===== config.mk =====
export PLATFORM = sky130hd
export DESIGN_NAME = stopwatch_ctrl
export DESIGN_NICKNAME = d
export VERILOG_FILES = /design/src/rtl/stopwatch_ctrl.sv
export SDC_FILE = /design/constraint.sdc
export NUM_CORES = 1
export LEC_CHECK = 0
export ABC_CLOCK_PERIOD_IN_PS = 1700
export CORE_MARGIN = 2
export CORE_UTILIZATION = 55
export CTS_CLUSTER_DIAMETER = 30
export CTS_CLUSTER_SIZE = 8
export DETAILED_ROUTE_END_ITERATION = 10
export GPL_ROUTABILITY_DRIVEN = 1
export GPL_TIMING_DRIVEN = 0
export PLACE_DENSITY = 0.77
export SLEW_MARGIN = 20
export SYNTH_ARGS = -nofsm -noshare
export SYNTH_HDL_FRONTEND = slang
export SYNTH_SLANG_ARGS = --single-unit
export TNS_END_PERCENT = 100

===== constraint.sdc =====
create_clock -name CLK -period 1.7 [get_ports CLK]
set_input_delay 0.34 -clock CLK [delete_from_list [all_inputs] [get_ports CLK]]
set_output_delay 0.34 -clock CLK [all_outputs]
set_load 0.02 [all_outputs]

===== src/rtl/stopwatch_ctrl.sv =====
// Debounced start/stop and clear keys drive an IDLE/RUN/PAUSE FSM and a clock divider
// that emits a one-cycle TICK count enable while running, plus a one-cycle CLR pulse.
module stopwatch_ctrl #(
  parameter int CLK_HZ    = 50_000_000,
  parameter int TICK_HZ   = 1,
  parameter int DB_CYCLES = 1_000_000
) (
  input  logic CLK,
  input  logic RST,
  input  logic KEY_SS,
  input  logic KEY_CLR,
  output logic TICK,
  output logic CLR,
  output logic RUN
);
  localparam int DIV = CLK_HZ / TICK_HZ;
  localparam int DW  = (DIV > 1) ? $clog2(DIV) : 1;
  localparam int CW  = (DB_CYCLES > 1) ? $clog2(DB_CYCLES) : 1;
  localparam logic [DW-1:0] DIV_LAST = DW'(DIV - 1);
  localparam logic [CW-1:0] DB_LAST  = CW'(DB_CYCLES - 1);

  typedef enum logic [1:0] {ST_IDLE, ST_RUN, ST_PAUSE} state_t;

  // Key index 0 is start/stop, index 1 is clear.
  logic [1:0]    sync1_q, sync2_q;
  logic [1:0]    stable_q, stable_d;
  logic [1:0]    prev_q;
  logic [1:0]    arm_q, arm_d;
  logic [1:0]    press_q, press_d;
  logic [1:0]    vld_q;
  logic [CW-1:0] cnt_q [2];
  logic [CW-1:0] cnt_d [2];

  // A key is armed only once it has been seen released after reset, so a key held
  // through reset cannot produce a press until it is let go and pressed again.
  always_comb begin
    for (int k = 0; k < 2; k++) begin
      stable_d[k] = stable_q[k];
      cnt_d[k]    = '0;
      if (sync2_q[k] != stable_q[k]) begin
        if (cnt_q[k] == DB_LAST) begin
          stable_d[k] = sync2_q[k];
        end else begin
          cnt_d[k] = cnt_q[k] + CW'(1);
        end
      end
      arm_d[k]   = arm_q[k] | (vld_q[1] & sync2_q[k]);
      press_d[k] = prev_q[k] & ~stable_q[k] & arm_q[k];
    end
  end

  always_ff @(posedge CLK or negedge RST) begin
    if (!RST) begin
      sync1_q  <= 2'b11;
      sync2_q  <= 2'b11;
      stable_q <= 2'b11;
      prev_q   <= 2'b11;
      arm_q    <= 2'b00;
      press_q  <= 2'b00;
      vld_q    <= 2'b00;
      cnt_q[0] <= '0;
      cnt_q[1] <= '0;
    end else begin
      sync1_q  <= {KEY_CLR, KEY_SS};
      sync2_q  <= sync1_q;
      stable_q <= stable_d;
      prev_q   <= stable_q;
      arm_q    <= arm_d;
      press_q  <= press_d;
      vld_q    <= {vld_q[0], 1'b1};
      cnt_q[0] <= cnt_d[0];
      cnt_q[1] <= cnt_d[1];
    end
  end

  logic ss_ev, clr_ev;
  assign ss_ev  = press_q[0];
  assign clr_ev = press_q[1];

  state_t        state_q, state_d;
  logic [DW-1:0] div_q, div_d;
  logic          tick_q, tick_d;
  logic          clr_q, clr_d;
  logic          run_q, run_d;

  // Clear overrides everything, including a tick due on the same cycle.
  always_comb begin
    state_d = state_q;
    div_d   = div_q;
    tick_d  = 1'b0;
    clr_d   = 1'b0;
    if (clr_ev) begin
      state_d = ST_IDLE;
      div_d   = '0;
      clr_d   = 1'b1;
    end else begin
      case (state_q)
        ST_IDLE: begin
          div_d = '0;
          if (ss_ev) state_d = ST_RUN;
        end
        ST_RUN: begin
          if (div_q == DIV_LAST) begin
            div_d  = '0;
            tick_d = 1'b1;
          end else begin
            div_d = div_q + DW'(1);
          end
          if (ss_ev) state_d = ST_PAUSE;
        end
        ST_PAUSE: begin
          if (ss_ev) state_d = ST_RUN;
        end
        default: state_d = ST_IDLE;
      endcase
    end
    run_d = (state_d == ST_RUN);
  end

  always_ff @(posedge CLK or negedge RST) begin
    if (!RST) begin
      state_q <= ST_IDLE;
      div_q   <= '0;
      tick_q  <= 1'b0;
      clr_q   <= 1'b0;
      run_q   <= 1'b0;
    end else begin
      state_q <= state_d;
      div_q   <= div_d;
      tick_q  <= tick_d;
      clr_q   <= clr_d;
      run_q   <= run_d;
    end
  end

  assign TICK = tick_q;
  assign CLR  = clr_q;
  assign RUN  = run_q;
endmodule


; Yosys cells after proc, flatten, opt, wreduce, memory -nomap -nowiden
; Cells that the tools add are included.
[op_classes]
reduce_logical = 5
n_mul = 0
shift = 0
n_mux = 15
add_sub_neg = 3
magnitude_cmp = 0
n_div = 0
n_eq_ne = 8
bitwise = 10
[op_table]
columns = cell, count
row1 = 2-to-1 mux 20 bit, 4
row2 = 2-to-1 mux 26 bit, 2
row3 = one-hot mux 26 bit (2 select lines), 1
row4 = adder 20 x 1 -> 20 bit (second input constant), 2
row5 = == test 20 bit (second input constant), 2
row6 = adder 26 x 1 -> 26 bit (second input constant), 1
row7 = == test 26 bit (second input constant), 1
row8 = bitwise AND 1 bit, 6
row9 = 2-to-1 mux 2 bit, 3
row10 = == test 2 x 1 -> 1 bit (second input constant), 2
row11 = 2-to-1 mux 1 bit, 4
row12 = one-hot mux 2 bit (2 select lines), 1
row13 = AND reduction 2 bit, 2
row14 = nonzero test 3 bit, 1
row15 = == test 2 bit (second input constant), 1
row16 = zero test 2 bit, 1
row17 = != test 1 bit, 2
row18 = inverter 1 bit, 2
row19 = OR 1 bit, 2
row20 = OR reduction 2 bit, 1
[totals]
n_memories = 0
out_inout_bits = 3
ramBits = 0
in_bits = 4
rom_bits = 0
register_bits = 85
wordCells = 56
latchBits = 0

; Depth between registers and ports, before layout
[logic_depth]
ltp_word = 5
mapped_depth = 8
mapped_depth_nobuf = 6

; Least setup slack after synthesis
; OpenSTA, ideal clock, no wires.
[synth_timing]
path_kind = reg2reg
start = reg cnt_q[0] (netlist name)
end = reg cnt_q[12] (netlist name)
path_stages_with_launch = 9
arrival_ps = 1686
n_path_buf = 2
path_slack_ps = -105
required_time_ps = 1581
setup_ps = 119
synth_period_minus_slack_ps = 1805
path_cell_list = dfrtp_1 > ha_1 > nand4_2 > or2_1 > nor4_2 > or2_1 > buf_6 > buf_6 > nor2_1
[synth_lines]
columns = item, line
row1 = from (decl), 31  ; logic [CW-1:0] cnt_q [2];

==> impl_results.md <==
- Clock skew: 0.01274 ns
- Min Tclk post-route: 1.750 ns
- # diodes: 0
- Top FF cell, synth: dfrtp_1
- Area contributors post-synth: dfrtp_1 47%, nor2_1 5.6%, dfstp_2 5.2%
- Worst Path Arrival: 2.00 ns
- # setup viols final: 33
- IO Pins: 7
- Synth top area share: 47.38%
- Die extent in x: 89.99 µm
- Post-route cell area: 0.005087 mm²
- Fraction of the yosys area taken by sequential cells: 52.55%
- Synth area leader: dfrtp_1
- Slew @ Worst Pin: 0.5534 ns
- Crit Reg-Reg Startpoint: cnt_q[6]$_DFF_PN0_
- Nets: 451
- CTS tree: built
- Status: finished with violations
- Largest net degree at the start of global routing: 61
- Max-cap violations: 0
- Hold Path Origin: vld_q[0]$_DFF_PN0_
- Worst setup margin: -0.04988 ns
- Initial antenna violation count: 0
- Post-Route WL: 9036 µm
- Antenna viol nets, final: 0
- IO buf count: 6
- Layout cells sized above 1: 32.74%
- Ys async rst share: 100.0%
- Power Total: 3.722 mW
- WP data required: 1.95 ns
- DR iter-0 viols: 199
- Hold WC Path Type: register to register
- RePlAce Congestion: 0.8680
- Setup crit start kind: register
- Clock root buffer: clkbuf_8
- Worst setup path start: cnt_q[6]$_DFF_PN0_
- Vias per std cell: 5.898
- Total Routing Usage GR: 22.06%
- Netlist Area Pre-Place: 0.004066 mm²
- Post-Syn Nets: 404
- Final period util: 102.9%
- RSZ-0062 raised after global routing: yes
- Area grow syn2layout: 25.11%
- Die area: 0.008097 mm²
- Via count of the first global-routing pass: 3140
- Post-synth EDFFs: 0
- Crit end category: register
- Clock network latency to the later pin of the worst-skew pair: 0.36 ns
- Synth Instances: 397
- Num CTS Buffers: 9
- Synth Area per Inst: 10.24 µm²
- VDD IR max: 0.6249 mV
- DP Wirelength: 5271 µm
- Fillers: 504
- Failing checks: setup timing
- Via count: 3232
- CTS H-tree depth: 3
- Placed cell area: 0.004289 mm²
- # placed instances: 503
- F_max: 571.5 MHz
- Crit Path Max Fanout: 5
- Post-route insts no fill: 548
- Gr ovfl total: 0
- CTS max path bufs: 2
- Die H: 89.99 µm
- Worst-path clk slew: 0.09 ns
- R2R Setup Slk: -0.05 ns
- Starting Density: 56.36%
- Core area: 0.007214 mm²
- Drt pass-1 iters: 4
- First-pass GRT wire length: 14470 µm
- PD cells: 731.6 mW/mm²
- Cell variety after synth: 50
- Hold Fails Final Rpt: 0
- Sink Count: 85
- YS warnings: 0
- FF+latch count, synth: 85
- Setup TNS: -1.004 ns
- Leakage power: 2.139 nW
- CP Class: register to register
- DRC viols: 0
- Rel. slew slack: 63.10%
- WL per Instance: 16.49 µm
- Final Max Tran Viols: 0
- Row cnt: 31
-- metal layers --
| metal | GRT usage [%] | vias up | wire length, µm |
|---|---|---|---|
| met5 | 0 | - | 0 |
| met4 | 8.846 | 0 | 162 |
| met3 | 4.359 | 19 | 367 |
| met2 | 36.99 | 97 | 4684 |
| met1 | 28.35 | 1620 | 3821 |
| li1 | - | 1496 | - |
-- power by group --
part           switching [mW]  internal, mW  total [mW]
Sequential             0.0195          2.04        2.06
Clock                   0.749         0.769        1.52
Combinational          0.0814        0.0606       0.142
-- worst max-delay path, cell delays in order (launching register included) --
cell and delay, ns:
dfrtp_1 0.42, nor4_2 0.33, nand2_1 0.14, nor4_4 0.32, or2_1 0.15, buf_6 0.12, buf_6 0.12, nor2_1 0.05
-- path summary, 6_finish.rpt --
kind	endpoint	cells after the start
setup / recovery	cnt_q[17]$_DFF_PN0_	7
hold / removal	vld_q[1]$_DFF_PN0_	0
setup reg to reg	cnt_q[17]$_DFF_PN0_	7
hold reg to reg	vld_q[1]$_DFF_PN0_	0
max in group asynchronous	sync1_q[1]$_DFF_PN1_	3
min in group asynchronous	div_q[13]$_DFFE_PN0P_	2
-- cell usage in the layout (no fill, tap or decap), types with 3 or more instances in the layout --
cell / instances
dfstp_2: 8
nor3_1: 3
clkbuf_8: 11
nand2b_1: 3
nor4b_2: 3
nand2_1: 26
xnor2_1: 17
nand3_1: 23
and4_1: 3
dfrtp_2: 14
mux2i_1: 4
a41oi_2: 4
nor2_1: 45
buf_6: 13
a21o_1: 3
inv_1: 7
a21oi_2: 8
clkdlybuf4s50_1: 5
o21ai_0: 7
xor2_1: 23
nor2_2: 16
a31oi_1: 14
buf_4: 21
nand4_4: 3
a21oi_1: 12
clkbuf_1: 3
nand4_1: 13
nor4_4: 3
dfrtp_1: 63
and3_1: 11
nor3_2: 4
-- logic make-up after synthesis --
family	share of synthesized area, %
buffers and inverters	2.615
other	0.09222
and+or+nand+nor	24.86
muxes	1.538
AOI/OAI and AO/OA	8.800
DFF	52.55
adders and majority gates	0.9232
xor gates and xnor gates	8.615
-- sequential cells by signal, summed over array words and instances, names as in the netlist --
register,count
CLR,1
RUN,1
TICK,1
arm_q,2
cnt_q,40
div_q,26
press_q,2
prev_q,2
stable_q,2
state_q,2
sync1_q,2
sync2_q,2
vld_q,2
-- through the flow --
stage                     utilization (%)  worst slack [ns]  hold slack [ns]
final                               70.52          -0.04988           0.3518
after floorplan                         -         -0.008150          0.04441
after global routing                70.52           -0.1202           0.3685
after detailed placement            59.45           -0.2992           0.2708
after global placement              59.11            -2.617           0.3330
after CTS                           67.67          -0.09718           0.3551
-- final cells by class --
class / count / area (µm²) / area share [%]
clock buffers: 12 / 155.1 / 3.050
plain buffers: 11 / 95.09 / 1.869
multi-input cells: 294 / 2133 / 41.93
clock inverters: 4 / 55.05 / 1.082
flip-flops and latches: 85 / 2155 / 42.35
repair buffers: 36 / 344.1 / 6.763
well taps: 99 / 123.9 / 2.435
inverters: 7 / 26.28 / 0.5165
-- cell usage after synthesis, types with 4 or more instances --
cell,count
and4_1,5
xor2_1,23
nor2_1,61
or2_1,4
nor4_1,4
nand4_1,13
o21ai_0,9
dfstp_2,8
mux2i_1,4
buf_2,4
and3_1,12
dfrtp_1,77
a31oi_1,14
a21oi_1,20
xnor2_1,17
inv_1,7
a41oi_1,4
nor3_1,7
nand3_1,23
nand2_1,27
a21o_1,4
-- repair_timing --
item,4_1_cts,5_1_grt
hold buffers,1,0
buffers inserted,20,4
cloned,5,0
gates resized for setup,45,54
pin swaps,24,21
endpoints found under the setup margin,45,65
hold endpoints to repair,25,0
Note: power is estimated with default switching activity, not from simulation.
